## src/rtl/fetch_pkg.sv

```systemverilog
// Shared AXI constants, FSM state and FIFO entry type for the instruction fetch initiator.
package fetch_pkg;
  localparam logic [1:0] AXI_BURST_INCR = 2'b01;
  localparam logic [2:0] AXI_SIZE_8B    = 3'b011;
  localparam logic [1:0] AXI_RESP_OKAY  = 2'b00;

  typedef enum logic [1:0] {IDLE, ADDR, DATA, DRAIN} fetch_state_e;

  typedef struct packed {
    logic        err;
    logic [31:0] pc;
    logic [31:0] data;
  } fifo_entry_t;
endpackage

```

## src/rtl/fetch_fifo.sv

```systemverilog
// Two-write / one-read first-word-fall-through instruction FIFO with flush and free-slot count.
module fetch_fifo
  import fetch_pkg::*;
#(
  parameter int DEPTH = 16,
  localparam int AW = $clog2(DEPTH)
) (
  input  logic        clk,
  input  logic        rst_n,
  input  logic        flush_i,
  input  logic [1:0]  wr_n_i,
  input  fifo_entry_t wr_a_i,
  input  fifo_entry_t wr_b_i,
  input  logic        rd_i,
  output fifo_entry_t head_o,
  output logic        empty_o,
  output logic [AW:0] free_o
);
  fifo_entry_t   mem_q [DEPTH];
  logic [AW-1:0] wptr_q, rptr_q;
  logic [AW:0]   cnt_q;
  logic          pop;

  assign empty_o = (cnt_q == '0);
  assign free_o  = (AW+1)'(DEPTH) - cnt_q;
  assign head_o  = mem_q[rptr_q];
  assign pop     = rd_i && !empty_o;

  always_ff @(posedge clk or negedge rst_n) begin
    if (!rst_n) begin
      wptr_q <= '0;
      rptr_q <= '0;
      cnt_q  <= '0;
    end else if (flush_i) begin
      wptr_q <= '0;
      rptr_q <= '0;
      cnt_q  <= '0;
    end else begin
      wptr_q <= wptr_q + AW'(wr_n_i);
      rptr_q <= rptr_q + AW'(pop);
      cnt_q  <= cnt_q + (AW+1)'(wr_n_i) - (AW+1)'(pop);
    end
  end

  always_ff @(posedge clk) begin
    if (!flush_i && wr_n_i != 2'd0) mem_q[wptr_q] <= wr_a_i;
    if (!flush_i && wr_n_i == 2'd2) mem_q[wptr_q + AW'(1)] <= wr_b_i;
  end
endmodule

```

## src/rtl/fetch_axi_master.sv

```systemverilog
// AXI4 read initiator for instruction fetch: line-bounded INCR bursts, beat split into two
// instructions, FWFT buffering toward decode, redirect flush with drain of in-flight bursts.
module fetch_axi_master
  import fetch_pkg::*;
#(
  parameter logic [31:0] RESET_PC   = 32'h0000_0000,
  parameter int          BURST_LEN  = 4,
  parameter int          FIFO_DEPTH = 16
) (
  input  logic        clk,
  input  logic        rst_n,
  output logic        arvalid,
  output logic [31:0] araddr,
  output logic [1:0]  arburst,
  output logic [2:0]  arsize,
  output logic [7:0]  arlen,
  input  logic        arready,
  input  logic        rvalid,
  input  logic [63:0] rdata,
  input  logic        rlast,
  input  logic [1:0]  rresp,
  output logic        rready,
  input  logic        redirect_valid,
  input  logic [31:0] redirect_pc,
  output logic        instr_valid,
  output logic [31:0] instr_data,
  output logic [31:0] instr_pc,
  output logic        instr_err,
  input  logic        instr_ready
);
  localparam int          LB     = $clog2(BURST_LEN);
  localparam int          AW     = $clog2(FIFO_DEPTH);
  localparam logic [31:0] LINE_B = 32'(BURST_LEN * 8);

  fetch_state_e state_q, state_d;
  logic [31:0]  pc_q, pc_d, baddr_q, baddr_d, araddr_q, araddr_d;
  logic [7:0]   arlen_q, arlen_d;
  logic         skip_q, skip_d, stall_q, stall_d, drop_q, drop_d;

  logic [31:0]  eff_pc;
  logic [7:0]   arlen_nxt;
  logic [AW:0]  free, need, eff_free;
  logic         launch, beat_ok, empty;
  logic [1:0]   wr_n;
  fifo_entry_t  wr_a, wr_b, lo_e, hi_e, head;

  // A redirect in IDLE launches straight from redirect_pc against the just-flushed FIFO.
  assign eff_pc    = redirect_valid ? redirect_pc : pc_q;
  assign arlen_nxt = 8'(BURST_LEN - 1) - 8'(eff_pc[LB+2:3]);
  assign need      = (AW+1)'(2 * (int'(arlen_nxt) + 1));
  assign eff_free  = redirect_valid ? (AW+1)'(FIFO_DEPTH) : free;
  assign launch    = (state_q == IDLE) && (redirect_valid || !stall_q) && (eff_free >= need);
  assign beat_ok   = (state_q == DATA) && rvalid && !redirect_valid;

  assign lo_e = '{err: rresp != AXI_RESP_OKAY, pc: baddr_q, data: rdata[31:0]};
  assign hi_e = '{err: rresp != AXI_RESP_OKAY, pc: baddr_q + 32'd4, data: rdata[63:32]};

  always_ff @(posedge clk or negedge rst_n) begin
    if (!rst_n) state_q <= IDLE;
    else        state_q <= state_d;
  end

  always_comb begin
    state_d = state_q;
    case (state_q)
      IDLE:    if (launch) state_d = ADDR;
      ADDR:    if (arready) state_d = (drop_q || redirect_valid) ? DRAIN : DATA;
      DATA:    if (rvalid && rlast) state_d = IDLE;
               else if (redirect_valid) state_d = DRAIN;
      DRAIN:   if (rvalid && rlast) state_d = IDLE;
      default: state_d = IDLE;
    endcase
  end

  always_comb begin
    arvalid = (state_q == ADDR);
    rready  = (state_q == DATA) || (state_q == DRAIN);
    wr_n    = 2'd0;
    wr_a    = lo_e;
    wr_b    = hi_e;
    if (beat_ok) begin
      wr_n = skip_q ? 2'd1 : 2'd2;
      if (skip_q) wr_a = hi_e;
    end
  end

  always_comb begin
    pc_d     = pc_q;
    baddr_d  = baddr_q;
    araddr_d = araddr_q;
    arlen_d  = arlen_q;
    skip_d   = skip_q;
    stall_d  = stall_q;
    drop_d   = drop_q;
    if (launch) begin
      araddr_d = eff_pc & ~32'h7;
      arlen_d  = arlen_nxt;
      drop_d   = 1'b0;
    end
    if (state_q == ADDR && arready) begin
      baddr_d = araddr_q;
      drop_d  = 1'b0;
      if (!drop_q) pc_d = (pc_q & ~(LINE_B - 32'd1)) + LINE_B;
    end
    if (beat_ok) begin
      baddr_d = baddr_q + 32'd8;
      skip_d  = 1'b0;
      if (rresp != AXI_RESP_OKAY) stall_d = 1'b1;
    end
    // The AR already on the bus cannot be withdrawn; remember to drain its data instead.
    if (redirect_valid) begin
      pc_d    = redirect_pc;
      skip_d  = redirect_pc[2];
      stall_d = 1'b0;
      if (state_q == ADDR && !arready) drop_d = 1'b1;
    end
  end

  always_ff @(posedge clk or negedge rst_n) begin
    if (!rst_n) begin
      pc_q     <= RESET_PC;
      baddr_q  <= '0;
      araddr_q <= RESET_PC & ~32'h7;
      arlen_q  <= '0;
      skip_q   <= 1'b0;
      stall_q  <= 1'b0;
      drop_q   <= 1'b0;
    end else begin
      pc_q     <= pc_d;
      baddr_q  <= baddr_d;
      araddr_q <= araddr_d;
      arlen_q  <= arlen_d;
      skip_q   <= skip_d;
      stall_q  <= stall_d;
      drop_q   <= drop_d;
    end
  end

  assign araddr  = araddr_q;
  assign arlen   = arlen_q;
  assign arburst = AXI_BURST_INCR;
  assign arsize  = AXI_SIZE_8B;

  fetch_fifo #(.DEPTH(FIFO_DEPTH)) u_fifo (
    .clk     (clk),
    .rst_n   (rst_n),
    .flush_i (redirect_valid),
    .wr_n_i  (wr_n),
    .wr_a_i  (wr_a),
    .wr_b_i  (wr_b),
    .rd_i    (instr_valid && instr_ready),
    .head_o  (head),
    .empty_o (empty),
    .free_o  (free)
  );

  assign instr_valid = !empty;
  assign instr_data  = head.data;
  assign instr_pc    = head.pc;
  assign instr_err   = head.err;
endmodule
```

## config.mk

```make
export PLATFORM = sky130hd
export DESIGN_NAME = fetch_axi_master
export DESIGN_NICKNAME = d
export VERILOG_FILES = /design/src/rtl/fetch_pkg.sv /design/src/rtl/fetch_fifo.sv /design/src/rtl/fetch_axi_master.sv
export SDC_FILE = /design/constraint.sdc
export NUM_CORES = 2
export LEC_CHECK = 0
export ABC_AREA = 1
export CORE_UTILIZATION = 35
export CTS_BUF_LIST = sky130_fd_sc_hd__clkbuf_8
export CTS_CLUSTER_SIZE = 24
export DETAILED_ROUTE_END_ITERATION = 12
export PLACE_DENSITY = 0.46
export SKIP_CTS_REPAIR_TIMING = 1
export SYNTH_ARGS = -nofsm -noshare
export SYNTH_HDL_FRONTEND = slang
export SYNTH_HIERARCHICAL = 1
export SYNTH_SLANG_ARGS = --single-unit
```

## constraint.sdc

```tcl
create_clock -name clk -period 5.4 [get_ports clk]
set_input_delay 1.08 -clock clk [delete_from_list [all_inputs] [get_ports clk]]
set_output_delay 1.08 -clock clk [all_outputs]
set_load 0.03 [all_outputs]
```

[Word level (Yosys, flattened, before mapping)]
Memories as Yosys holds them, arrays and structs flattened.
Cells that the tools add are included.
Storage, ports and cells
  register bits: 114
  memory bits (writable): 1040
  input port bits: 105
  output and inout bits: 113
  logic and storage cells: 96
  memories: 1
Cells by class
  $add $sub $neg: 11
  magnitude comparators: 1
  eq/ne operators: 9
  multiplexer cells: 34
  reductions and logical operators: 29
Memory list
  u_fifo.mem_q: depth 16, bits a word 65, rd ports 1, clocked after memory_dff 0, wr ports 2, RTL line fetch_fifo.sv:19  | fifo_entry_t mem_q [DEPTH];
Operators by type and width (number)
  $mux 32: 6
  $mux 64: 2
  $add 32x3->32 const B: 1
  $add 32x4->32 const B: 1
  $add 32x6->32 const B: 1
  $mux 1: 14
  $mux 2: 7
  $reduce_bool 2->1: 6
  $logic_and 1x1->1: 11
  $mux 5: 2
  $add 4x1->4 const B: 2
  $mux 4: 2
  $pmux 2 s4: 1
  $eq 2x2->1 const B: 3
  $ne 2x2->1 const B: 3
  $add 5x2->5: 1
  $ge 5x5->1: 1
  $logic_not 5->1: 1
  $sub 5x1->5: 1
  $sub 5x5->5 const A: 1
  $add 4x1->4: 1
  $add 4x2->4: 1
  $logic_not 1->1: 4
  $reduce_and 2->1: 2
  7 further kinds: 9

[Logic depth before layout (Yosys ltp)]
  depth after elaboration: 9
  depth in mapped cells: 20
  depth with buffers taken out: 20

[By module]
The synthesis kept the hierarchy.
By module, submodules not included
  fetch_fifo: times used 1, cells each 6923, area each 56974.6 µm², sequential area each 31555.3 µm²
  fetch_axi_master: times used 1, cells each 967, area each 6477.5 µm², sequential area each 2352.3 µm²

[Least setup slack after synthesis]
Ideal clock, no wire load.
  path type: input to register
  start: input redirect_valid
  end: memory u_fifo/mem_q[15][0] in the netlist's numbering, enable pin
  library setup time: 0.425 ns
  arrival time: 4.228 ns
  required time: 4.975 ns
  slack: 0.747 ns
  stages on the path: 12
  path buffers: 5
  cell sequence: buf_4 -> inv_2 -> buf_6 -> nand3_2 -> clkbuf_1 -> nor2_1 -> inv_1 -> nor3_4 -> buf_12 -> nand2_4 -> clkbuf_1 -> nand2_1
RTL lines
  from (decl): RTL line fetch_axi_master.sv:23  | input logic redirect_valid,
  to (decl): RTL line fetch_fifo.sv:19

[Worst setup path in the final report]
  start: register u_fifo.rptr_q[0]
  end: output instr_pc[8]
On the way
  longest elaborated chain between the ends: 1
RTL lines
  from (decl): RTL line fetch_fifo.sv:20  | logic [AW-1:0] wptr_q, rptr_q;
  from (signal assigned): RTL line fetch_fifo.sv:40  | rptr_q <= rptr_q + AW'(pop);
  $mem_v2 16x65
  to (decl): RTL line fetch_axi_master.sv:27  | output logic [31:0] instr_pc,
No other way between the ends.

==> out/metrics.cfg <==
[status]
status=finished clean

[cts]
cts_max_level=4
clk_latency_ns=0.94
cts_tree=built
clk_pin_slew_ns=0.06
cts-buffers-inserted=214
cts_root_buffer=clkbuf_8
cts.sinks=1147
cts_buffer_depth=3

[pwr]
power.internal_mw=17.7
seqPwrFrac_pct=38.9
pwr_density_cell_nw_per_um2=411
ir_worst_vdd_mv=0.333
p_leak_nw=31.4
switching_share_pct=39.1
combPwrFrac_pct=33.8
p_switching_mw=11.3
power_frac_clock_pct=27.3

[cells_and_area]
fin_nets=7849
n_fill_cell=18287
fin_area_um2=70500
drive_gt1_share_pct=6.09
multi_input_area_um2=22500
finalNonFillerCells=10255
seq_area_um2=33900
syn_to_final_growth_pct=11.1

[synth]
synth-main-ff-cell=edfxtp_1
synth.most_common_cell=nand2_1
synth-seq-cells=1147
synth_area_um2=63500
yosysWarningCount=6
syn_area_per_cell_um2=8.04
synth_common_cells=nand2_1, edfxtp_1, o21ai_0
netlist.area_leader.share_pct=49.2
synth-edff-count=1040
syn_inst=7890
synthTopCellsByArea=edfxtp_1, nand2_1, o21ai_0
async_flop_share_pct=9.33
post-synth-top-area-cell=edfxtp_1
yosysSeqAreaShare_pct=53.4
ys_types=45

[placement]
place_area_um2=66600
port_buffers=201
post-dp-hpwl_mm=120
gp_congestion=0.807
placedCellCount=9862

[detailed_routing]
vias=51297
drtPass1Iterations=6
drc_errors=0
post_drt_wl_per_cell_um=21.8
routed_wl_mm=224
via_per_inst=5.00
postRouteAntennaNets=0
drtIter0Drc=4921

[worst_setup_path]
worst-setup-path-type=reg -> out
cp_max_fo=72
required_ns=4.32
endpoint_kind=primary output
crit_arrival_ns=3.93
critPathLaunchType=flip-flop

[grt]
grt_max_degree=151
grt_pass1_wl_mm=330
grt_usage_pct=24.4
gr-total-overflow=0
first_global_vias=48918
grt_antenna_before_repair=10

[sta]
hold_violations=0
finalSetupTns_ns=0
fin_skew_ns=0.0361
min_period_over_period_pct=92.8
tightest_slew_ns=1.22
relSlewSlack_pct=18.4
rsz0062_at_grt=false
drv_slew=0
whs_ns=0.273
fmax_mhz=200
setup_viol=0
post-route-min-period_ns=5.01

[floorplan]
initial_core_util_pct=35.4
io_pins=218
rows=155
fp.dieW_um=428
dieArea_um2=183000
core-area_um2=179000
die_h_um=428

[min_path]
hold_path.class=in -> async

[flow_run]
maxCapViolations=0

-- layout by cell type, fill, tap and decap left out, drive strengths merged, types with 19 or more instances in the layout --
cell	n
a21oi	19
mux2	32
conb	19
ha	19
dfrtp	107
nand3	849
clkbuf	230
buf	134
clkinv	59
edfxtp	1040
nand2	2821
clkdlybuf4s50	198
inv	1070
nor2	112
o21ai	1113
-- cell families after synthesis --
group / after synthesis / share of synthesized area, %
buffers and inverters: 1705 / 11.6
multiplexers: 37 / 0.647
XOR/XNOR: 10 / 0.138
AND/OR/NAND/NOR: 3812 / 24.5
flip-flops: 1147 / 53.4
adder cells (fa/ha/maj): 21 / 0.438
AO/OA/AOI/OAI: 1156 / 9.22
other: 2 / 0.0118
-- per-stage QoR --
step	worst slack [ns]	power, mW	util, %
global placement	0.900	21.2	37.2
finish	0.389	29.0	39.3
detailed placement	0.859	21.3	37.2
floorplan	0.747	17.9	-
global route	0.188	30.8	39.3
CTS	0.275	29.3	39.3
-- layout make-up --
| cell class | count | share of cell area, % |
|---|---|---|
| Timing Repair Buffer | 332 | 4.98 |
| Multi-Input combinational cell | 5055 | 31.9 |
| Tap cell | 2355 | 4.18 |
| Inverter | 973 | 5.21 |
| Antenna cell | 4 | 0.0142 |
| Clock buffer | 230 | 4.49 |
| Clock inverter | 159 | 1.06 |
| Sequential cell | 1147 | 48.1 |
-- layer usage --
metal	part of all wire, %	track usage [%]	vias up
li1	-	-	25030
met1	45	33.2	24340
met2	47	40.4	1594
met3	5.5	3.10	329
met4	2.7	7.41	4
met5	0.014	0	-
-- final timing paths --
kind	start	to	slack [ns]	cells after the start
worst max-delay path	u_fifo/rptr_q[0]	instr_pc[8]	0.39	9
worst min-delay path	rst_n	baddr_q[20]	0.27	1
worst max register to register	state_q[1]	u_fifo/mem_q[7][37]	1.83	10
worst min register to register	arlen[0]	arlen[0]	0.50	1
max in group asynchronous	rst_n	pc_q[14]	3.92	2
min in group clk	arlen[0]	arlen[0]	0.50	1
-- power by group through the flow --
stage	Combinational, mW	Clock, mW	Sequential, mW
2_1_floorplan	6.72	0	11.2
3_5_place_dp	9.83	0	11.4
5_1_grt	11.0	8.50	11.3
6_report	9.80	7.92	11.3
3_3_place_gp	9.71	0	11.4
4_1_cts	9.87	8.12	11.3
-- worst max-delay path, stage by stage, from the launching register on --
cell and delay, ns:
dfrtp_4 0.64, inv_8 0.46, buf_12 0.42, nand2_1 0.09, nand2_1 0.07, nand2_1 0.05, nand3_1 0.12, nand3_1 0.14
nand2_1 0.21, clkdlybuf4s50_1 0.72
-- flip-flops by register name, indices dropped and copies added, names as in the netlist --
| name | flops |
|---|---|
| u_fifo/mem_q | 1040 |
| u_fifo/rptr_q | 4 |
| drop_q | 1 |
| u_fifo/cnt_q | 5 |
| state_q | 2 |
| baddr_q | 29 |
| u_fifo/wptr_q | 4 |
| pc_q | 29 |
| araddr | 29 |
| arlen | 2 |
| skip_q | 1 |
| stall_q | 1 |
(Power assumes the default switching activity.)
